**config.mk**
```make
export PLATFORM = sky130hd
export DESIGN_NAME = mux_scan_ctrl_flat
export DESIGN_NICKNAME = d
export VERILOG_FILES = /design/src/rtl/mux_scan_ctrl_pkg.sv /design/src/rtl/mux_scan_ctrl_if.sv /design/src/rtl/mux_scan_ctrl_rr_pick.sv /design/src/rtl/mux_scan_ctrl.sv /design/src/flat_wrapper.sv
export SDC_FILE = /design/constraint.sdc
export NUM_CORES = 1
export LEC_CHECK = 0
export ABC_CLOCK_PERIOD_IN_PS = 2540
export CORE_MARGIN = 5
export CORE_UTILIZATION = 48
export CTS_BUF_LIST = sky130_fd_sc_hd__clkbuf_8
export CTS_CLUSTER_DIAMETER = 60
export CTS_CLUSTER_SIZE = 12
export DETAILED_ROUTE_END_ITERATION = 16
export GPL_TIMING_DRIVEN = 0
export HOLD_SLACK_MARGIN = 0.02
export PLACE_DENSITY = 0.86
export SLEW_MARGIN = 30
export SYNTH_ARGS = -nofsm -noshare
export SYNTH_HDL_FRONTEND = slang
export SYNTH_SLANG_ARGS = --single-unit
```
**constraint.sdc**
```tcl
create_clock -name clk -period 2.54 [get_ports clk]
set_input_delay 0.381 -clock clk [delete_from_list [all_inputs] [get_ports clk]]
set_output_delay 0.381 -clock clk [all_outputs]
set_load 0.005 [all_outputs]
```
**src/rtl/mux_scan_ctrl_pkg.sv**
```systemverilog
// rtl/mux_scan_ctrl_pkg.sv - shared types and constants for the mux scan controller
//
// Purpose: channel-count constants, FSM state encoding and the reset value
//          of the round-robin pointer, imported by every file of the block.
// Ports:   none (package).
package mux_scan_pkg;

  localparam int CH_W   = 2;
  localparam int NUM_CH = 4;

  typedef enum logic [1:0] {
    ST_IDLE   = 2'd0,
    ST_SAMPLE = 2'd1,
    ST_WAIT   = 2'd2
  } state_t;

  // Pointer starts at the highest channel so channel 0 wins the first pick.
  localparam logic [CH_W-1:0] LAST_RST = 2'd3;

endpackage

```
**src/rtl/mux_scan_ctrl_if.sv**
```systemverilog
// rtl/mux_scan_ctrl_if.sv - bundle of mux select, grant and output stream signals
//
// Purpose: groups the request/mux side and the valid/ready output side.
// Ports:   req, mux_data, out_ready   - driven by the environment
//          sel, grant, out_data, out_chan, out_valid, drop - driven by controller
// Modports: master = controller, slave = sources/mux/consumer.
interface mux_scan_ctrl_if
  import mux_scan_pkg::*;
#(
  parameter int DATA_W = 4
) ();

  logic [NUM_CH-1:0] req;
  logic [DATA_W-1:0] mux_data;
  logic [CH_W-1:0]   sel;
  logic [NUM_CH-1:0] grant;
  logic [DATA_W-1:0] out_data;
  logic [CH_W-1:0]   out_chan;
  logic              out_valid;
  logic              out_ready;
  logic              drop;

  modport master (
    input  req, mux_data, out_ready,
    output sel, grant, out_data, out_chan, out_valid, drop
  );

  modport slave (
    output req, mux_data, out_ready,
    input  sel, grant, out_data, out_chan, out_valid, drop
  );

endinterface

```
**src/rtl/mux_scan_ctrl_rr_pick.sv**
```systemverilog
// rtl/mux_scan_ctrl_rr_pick.sv - combinational round-robin picker
//
// Purpose: returns the first requesting channel searching last+1, last+2, ...
//          modulo NUM_CH; the last-served channel itself is checked last.
// Ports:   i_req  - per-channel request bits
//          i_last - channel served most recently
//          o_pick - selected channel (meaningful only when o_any)
//          o_any  - at least one request present
module rr_pick
  import mux_scan_pkg::*;
(
  input  logic [NUM_CH-1:0] i_req,
  input  logic [CH_W-1:0]   i_last,
  output logic [CH_W-1:0]   o_pick,
  output logic              o_any
);

  always_comb begin
    logic [CH_W-1:0] w_idx;
    o_pick = i_last;
    o_any  = 1'b0;
    w_idx  = i_last;
    for (int k = 1; k <= NUM_CH; k++) begin
      // Index arithmetic wraps naturally in CH_W bits; k == NUM_CH lands on i_last.
      w_idx = i_last + CH_W'(k);
      if (!o_any && i_req[w_idx]) begin
        o_pick = w_idx;
        o_any  = 1'b1;
      end
    end
  end

endmodule

```
**src/rtl/mux_scan_ctrl.sv**
```systemverilog
// rtl/mux_scan_ctrl.sv - round-robin select and capture controller around a 4:1 mux
//
// Purpose: arbitrates four sources, drives the mux select, samples the mux
//          output and offers it with its channel tag on a valid/ready port.
// Ports:   clk  - rising-edge clock
//          rst  - asynchronous active-high reset
//          bus  - mux_scan_ctrl_if.master (req, mux_data, sel, grant,
//                 out_data, out_chan, out_valid, out_ready, drop)
// Option:  MUX_SCAN_TIMEOUT_EN - drop a word left unaccepted for TIMEOUT
//          WAIT cycles; without it drop is tied low and WAIT holds forever.
module mux_scan_ctrl
  import mux_scan_pkg::*;
#(
  parameter int DATA_W  = 4,
  parameter int TIMEOUT = 16
) (
  input  logic                clk,
  input  logic                rst,
  mux_scan_ctrl_if.master     bus
);

  state_t            r_state, w_state_nxt;
  logic [CH_W-1:0]   r_sel, w_sel_nxt;
  logic [CH_W-1:0]   r_last, w_last_nxt;
  logic [DATA_W-1:0] r_out_data, w_data_nxt;
  logic [CH_W-1:0]   r_out_chan, w_chan_nxt;
  logic              r_out_valid, w_valid_nxt;
  logic [NUM_CH-1:0] w_grant;
  logic              w_drop;
  logic [CH_W-1:0]   w_pick;
  logic              w_any;
  logic              w_hs;

  // One picker serves both arbitration points: IDLE and accepted WAIT both
  // search from r_last, which SAMPLE has already updated.
  rr_pick u_rr_pick (
    .i_req  (bus.req),
    .i_last (r_last),
    .o_pick (w_pick),
    .o_any  (w_any)
  );

  assign w_hs = r_out_valid & bus.out_ready;

`ifdef MUX_SCAN_TIMEOUT_EN
  localparam int CNT_W = $clog2(TIMEOUT + 1);
  logic [CNT_W-1:0] r_cnt, w_cnt_nxt;
`endif

  always_ff @(posedge clk or posedge rst) begin
    if (rst) begin
      r_state     <= ST_IDLE;
      r_sel       <= '0;
      r_last      <= LAST_RST;
      r_out_data  <= '0;
      r_out_chan  <= '0;
      r_out_valid <= 1'b0;
`ifdef MUX_SCAN_TIMEOUT_EN
      r_cnt       <= '0;
`endif
    end else begin
      r_state     <= w_state_nxt;
      r_sel       <= w_sel_nxt;
      r_last      <= w_last_nxt;
      r_out_data  <= w_data_nxt;
      r_out_chan  <= w_chan_nxt;
      r_out_valid <= w_valid_nxt;
`ifdef MUX_SCAN_TIMEOUT_EN
      r_cnt       <= w_cnt_nxt;
`endif
    end
  end

  always_comb begin
    w_state_nxt = r_state;
    w_sel_nxt   = r_sel;
    w_last_nxt  = r_last;
    w_data_nxt  = r_out_data;
    w_chan_nxt  = r_out_chan;
    w_valid_nxt = r_out_valid;
    w_grant     = '0;
    w_drop      = 1'b0;
`ifdef MUX_SCAN_TIMEOUT_EN
    w_cnt_nxt   = r_cnt;
`endif
    case (r_state)
      ST_IDLE: begin
        if (w_any) begin
          w_sel_nxt   = w_pick;
          w_state_nxt = ST_SAMPLE;
        end
      end
      ST_SAMPLE: begin
        // sel has been stable for a full cycle, so mux_data is settled here.
        w_grant[r_sel] = 1'b1;
        w_data_nxt     = bus.mux_data;
        w_chan_nxt     = r_sel;
        w_valid_nxt    = 1'b1;
        w_last_nxt     = r_sel;
        w_state_nxt    = ST_WAIT;
`ifdef MUX_SCAN_TIMEOUT_EN
        w_cnt_nxt      = '0;
`endif
      end
      ST_WAIT: begin
        if (w_hs) begin
          w_valid_nxt = 1'b0;
          if (w_any) begin
            w_sel_nxt   = w_pick;
            w_state_nxt = ST_SAMPLE;
          end else begin
            w_state_nxt = ST_IDLE;
          end
        end
`ifdef MUX_SCAN_TIMEOUT_EN
        // A handshake on the final cycle takes priority over the drop.
        else if (r_cnt == CNT_W'(TIMEOUT - 1)) begin
          w_drop      = 1'b1;
          w_valid_nxt = 1'b0;
          w_state_nxt = ST_IDLE;
        end else begin
          w_cnt_nxt = r_cnt + 1'b1;
        end
`endif
      end
      default: w_state_nxt = ST_IDLE;
    endcase
  end

  assign bus.sel       = r_sel;
  assign bus.grant     = w_grant;
  assign bus.out_data  = r_out_data;
  assign bus.out_chan  = r_out_chan;
  assign bus.out_valid = r_out_valid;
  assign bus.drop      = w_drop;

endmodule

```
**src/flat_wrapper.sv**
```systemverilog
// flat-port wrapper written by rule: the top's interface ports become plain ports
module mux_scan_ctrl_flat import mux_scan_pkg::*;
#(
  parameter int DATA_W  = 4,
  parameter int TIMEOUT = 16
)
  (clk, rst, bus_req, bus_mux_data, bus_out_ready, bus_sel, bus_grant, bus_out_data, bus_out_chan, bus_out_valid, bus_drop);
  mux_scan_ctrl_if #(.DATA_W(DATA_W)) bus_i ();
  input  logic clk;
  input  logic rst;
  input wire logic [$bits(bus_i.req)-1:0] bus_req;
  input wire logic [$bits(bus_i.mux_data)-1:0] bus_mux_data;
  input wire logic [$bits(bus_i.out_ready)-1:0] bus_out_ready;
  output wire logic [$bits(bus_i.sel)-1:0] bus_sel;
  output wire logic [$bits(bus_i.grant)-1:0] bus_grant;
  output wire logic [$bits(bus_i.out_data)-1:0] bus_out_data;
  output wire logic [$bits(bus_i.out_chan)-1:0] bus_out_chan;
  output wire logic [$bits(bus_i.out_valid)-1:0] bus_out_valid;
  output wire logic [$bits(bus_i.drop)-1:0] bus_drop;
  assign bus_i.req = bus_req;
  assign bus_i.mux_data = bus_mux_data;
  assign bus_i.out_ready = bus_out_ready;
  assign bus_sel = bus_i.sel;
  assign bus_grant = bus_i.grant;
  assign bus_out_data = bus_i.out_data;
  assign bus_out_chan = bus_i.out_chan;
  assign bus_out_valid = bus_i.out_valid;
  assign bus_drop = bus_i.drop;
  mux_scan_ctrl #(.DATA_W(DATA_W), .TIMEOUT(TIMEOUT)) u_core (.clk(clk), .rst(rst), .bus(bus_i));
endmodule
```
# Word-level counts from Yosys, hierarchy flattened
# Cells that the tools add are included.
# totals
wordCells	61
inputBits	11
output_inout_bits	14
register_bits	13
# op_classes
n_mux	28
magnitude_cmp	6
eq_ne	4
bitwise_logic	1
addsub	3
reduce_logical	13
# op_table
op	count
2-to-1 mux 2 bit	8
less-than comparator 2 x 3 -> 1 bit (second input constant)	5
2-to-1 mux 1 bit	11
binary-select mux 1 bit (select 2 bit)	4
one-hot mux 2 bit (3 select lines)	1
AND reduction 2 bit	3
adder 2 bit (second input constant)	2
logical AND 1 bit	4
2-to-1 mux 4 bit	1
one-hot mux 2 bit (2 select lines)	1
nonzero test 2 bit	2
logical NOT 1 bit	3
adder 2 x 1 -> 2 bit (second input constant)	1
demux 1 bit (select 2 bit)	1
== test 2 x 1 -> 1 bit (second input constant)	1
== test 2 bit (second input constant)	1
greater-or-equal comparator 2 x 1 -> 1 bit (second input constant)	1
logical NOT 2 bit	1
inequality test 2 x 1 -> 1 bit (second input constant)	1
inequality test 2 bit (second input constant)	1
one-hot mux 1 bit (2 select lines)	1
bitwise AND 1 bit	1

# Depth between registers and ports, before layout
# logic_depth
depth_word	16
mapped_depth	4
depth_no_buf	3

# Hierarchy
# Synthesis repeated with hierarchy kept, for this count alone.
# unflattened
hier_cells	70
hier_area_um2	616.8
# modules_own_cells
module	n_inst	area_each_um2	cells_each	seq_area_each_um2
mux_scan_ctrl	1	534.3	56	327.8
rr_pick	1	82.6	14	0.0

# Worst setup path before layout
# Ideal clock, no wire load.
# synth_path
path_kind	register to output
startpoint	register u_core.r_state[0]
endpoint	output port bus_grant[0]
arrival_time_ps	1022
n_path_buf	1
required_time_ps	2159
setup_slack_ps	1137
path_stages_with_launch	4
cell_sequence	dfrtp_1 or2b_2 buf_4 nor3_1
# synth_via
elab_chain_len	2
# synth_lines
element	line	rtl
start: declaration	mux_scan_ctrl.sv:22	state_t r_state, w_state_nxt;
start signal: assignment	mux_scan_ctrl.sv:62	r_state <= w_state_nxt;
== test 2 x 1 -> 1 bit	mux_scan_ctrl.sv:86	case (r_state)
2-to-1 mux 4 bit	mux_scan_ctrl.sv:86	
end: declaration	flat_wrapper.sv:15	output wire logic [$bits(bus_i.grant)-1:0] bus_grant;
# No other way between the ends.

# Worst setup path after layout
# Ends and elaborated chain as after synthesis.

==> flow_summary.yaml <==
status:
  outcome: "completed"
cells_and_area:
  final_area_sq_um: 956
  mostFrequentLayoutCells: "nand2_1 (24), clkdlybuf4s50_1 (23), dfrtp_1 (11)"
  syn2layout_area_growth_pct: 44.4
  finalNetCount: 114
  final_common_cell: "nand2_1"
  finalNonFillerCells: 117
  final_util: 0.735
  n_fill_cell: 93
  diodes: 0
  drive_gt1_frac: 0.137
global_route:
  grt_max_degree: 14
  grtUsageTotal: 0.149
  grt.overflow.total: 0
  grt_pass1_wl_um: 2270
  antenna_found_initial: 0
  grt_pass1_vias: 538
cts:
  cts.sinks: 13
  ctsHoldBuffers: 0
  post_cts_buffers: 0
  clk_latency_ns: 0.24
  root_buffer: "clkbuf_8"
  clkSlewWorstSetupHoldPaths_ns: 0.06
  cts_tree: "yes"
  cts_buffers: 3
  cts_resized: 0
  cts_buffer_depth: 2
  htree_levels: 1
drt:
  wl_per_cell_um: 12.4
  route.met3.wl_um: 96
  vias: 589
  vias_per_cell: 5.03
  first_pass_iters: 4
  routed-wl-met2_um: 697
  top_layer: "met4"
  ant_nets: 0
  detail_route.wirelength_um: 1450
  remaining_drc_errors: 0
  wl_met1_um: 630
  drtIter0Drc: 11
sta:
  final_hold_viol_count: 0
  fin_ws_ns: 0.248
  finalClockSkew_ns: 0.00293
  worstMarginPinSlew_ns: 0.508
  period_minus_slack_ns: 2.29
  max_freq_ghz: 0.436
  relSlewSlack: 0.659
  holdWs_ns: 0.449
  setup_tns_ns: 0
  timing.final.crit_share: 0.902
  rsz0062_at_grt: "false"
  setup-violations-final: 0
  slew_viol_final: 0
die:
  die_area_sq_um: 2220
  rows: 13
  start_util: 0.509
  die_y_um: 47.1
  ios: 25
  core_sq_um: 1300
  die_width_um: 47.1
place:
  pre_cts_ws_ns: 0.475
  gp_congestion: 0.737
  hpwlAfterDp_um: 1160
  place_area_sq_um: 911
  placedCellCount: 113
  port_buffers: 23
setup_path:
  rr_endpoint: "u_core.bus.sel[0]$_DFFE_PP0P_"
  slowest_delay_ns: 0.55
  r2r_slack_ns: 1.29
  r2r_cells: 3
  worst-setup-path-type: "register to output pin"
  end_kind: "output pin"
  crit_fanout: 10
  cp_cell_sequence: "or2b_2 -> buf_4 -> nor3_1 -> clkdlybuf4s50_1"
  worstSetupStartpointType: "register"
  critPathRequiredTime_ns: 2.16
  cp.arrival_ns: 1.91
  r2r-start: "u_core.r_last[0]$_DFFE_PP1P_"
  crit_slowest_cell: "clkdlybuf4s50_1"
synth:
  syn_nets: 86
  synth_cell_types: 27
  syn-instance-count: 75
  ys_ff_latch: 13
  yosysWarnings: 0
  syn_area_sq_um: 662
  synth.avg_cell_area_sq_um: 8.83
  synth-seq-area-share: 0.495
job:
  drv_cap: 0
power_and_ir_drop:
  finalPower_mw: 1.13
  p_leak_nw: 0.452
  pwr_density_cell_nw_per_um2: 1180
  ir_drop_mv: 0.681
min_path:
  hp-class: "input pin to async pin"
worst max-delay path, delay by kind of cell, from the launching register on:
family,cells,cell delay (ns)
buf+inv,2,0.73
simple gates,2,0.51
flops,1,0.43
synthesized netlist by cell type:
| cell type | n | area (sq um) |
|---|---|---|
| a21boi_4 | 1 | 18.8 |
| a21o_1 | 1 | 7.51 |
| a21oi_1 | 1 | 5.00 |
| a31oi_1 | 1 | 6.26 |
| a41oi_2 | 1 | 16.3 |
| and2b_1 | 2 | 15.0 |
| buf_4 | 2 | 15.0 |
| clkbuf_1 | 1 | 3.75 |
| conb_1 | 1 | 3.75 |
| dfrtp_1 | 11 | 275 |
| dfstp_2 | 2 | 52.6 |
| inv_1 | 4 | 15.0 |
| nand2_1 | 24 | 90.1 |
| nand2b_1 | 1 | 6.26 |
| nand3_1 | 1 | 5.00 |
| nor2_1 | 7 | 26.3 |
| nor2b_1 | 1 | 6.26 |
| nor3_1 | 2 | 10.0 |
| nor3b_1 | 1 | 7.51 |
| nor4_1 | 1 | 6.26 |
| o21ai_0 | 2 | 10.0 |
| o31a_2 | 1 | 10.0 |
| o31ai_1 | 1 | 7.51 |
| o31ai_2 | 1 | 12.5 |
| or2_2 | 1 | 6.26 |
| or2b_2 | 2 | 17.5 |
| or3_1 | 1 | 6.26 |
registers in the layout (all words and copies together), names as in the netlist:
name                  cells
u_core.bus.out_valid      1
u_core.bus.out_data       4
u_core.r_state            2
u_core.bus.sel            2
u_core.bus.out_chan       2
u_core.r_last             2
report_power, final:
part           total, mW  internal (mW)  leakage (nW)  switching, mW
registers          0.418          0.324         0.153         0.0934
logic              0.527          0.300         0.272          0.227
clock network      0.181          0.107        0.0269         0.0741
total               1.13          0.731         0.452          0.394
routing by layer:
metal | global-route usage | vias to the layer above
met1 | 0.197 | 273
met2 | 0.225 | 18
li1 | - | 294
met3 | 0.0345 | 4
met5 | 0 | -
met4 | 0.0829 | 0
how the worst max path moves through the flow:
| stage | from | to | slack [ns] | cells after the start |
|---|---|---|---|---|
| finish | u_core.r_state[0]$_DFFE_PP0P_ | bus_grant[0] | 0.25 | 4 |
| global route | u_core.r_state[0]$_DFFE_PP0P_ | bus_grant[1] | 0.12 | 4 |
| CTS | u_core.r_state[0]$_DFFE_PP0P_ | bus_grant[0] | 0.21 | 4 |
| detailed placement | u_core.r_state[0]$_DFFE_PP0P_ | bus_grant[0] | 0.47 | 4 |
| global placement | u_core.r_state[1]$_DFFE_PP0P_ | bus_grant[2] | 0.53 | 5 |
| floorplan | u_core.r_state[0]$_DFFE_PP0P_ | bus_grant[0] | 1.14 | 3 |
layout make-up:
| cell class | count | area [sq um] | share of cell area |
|---|---|---|---|
| Sequential cell | 13 | 328 | 0.343 |
| Multi-Input combinational cell | 55 | 300 | 0.314 |
| Timing Repair Buffer | 23 | 230 | 0.241 |
| Clock buffer | 3 | 41.3 | 0.0432 |
| Buffer | 3 | 18.8 | 0.0196 |
| Tap cell | 15 | 18.8 | 0.0196 |
| Inverter | 4 | 15.0 | 0.0157 |
| Clock inverter | 1 | 3.75 | 0.00393 |
kinds of logic (layout without fill, tap and decap cells):
| logic type | count (synthesis) | in the layout | synth area share |
|---|---|---|---|
| simple gates | 44 | 44 | 0.306 |
| flops | 13 | 13 | 0.495 |
| compound gates | 10 | 10 | 0.142 |
| buf+inv | 7 | 34 | 0.0510 |
| other cells | 1 | 1 | 0.00567 |
Note: power is estimated with default switching activity, not from simulation.
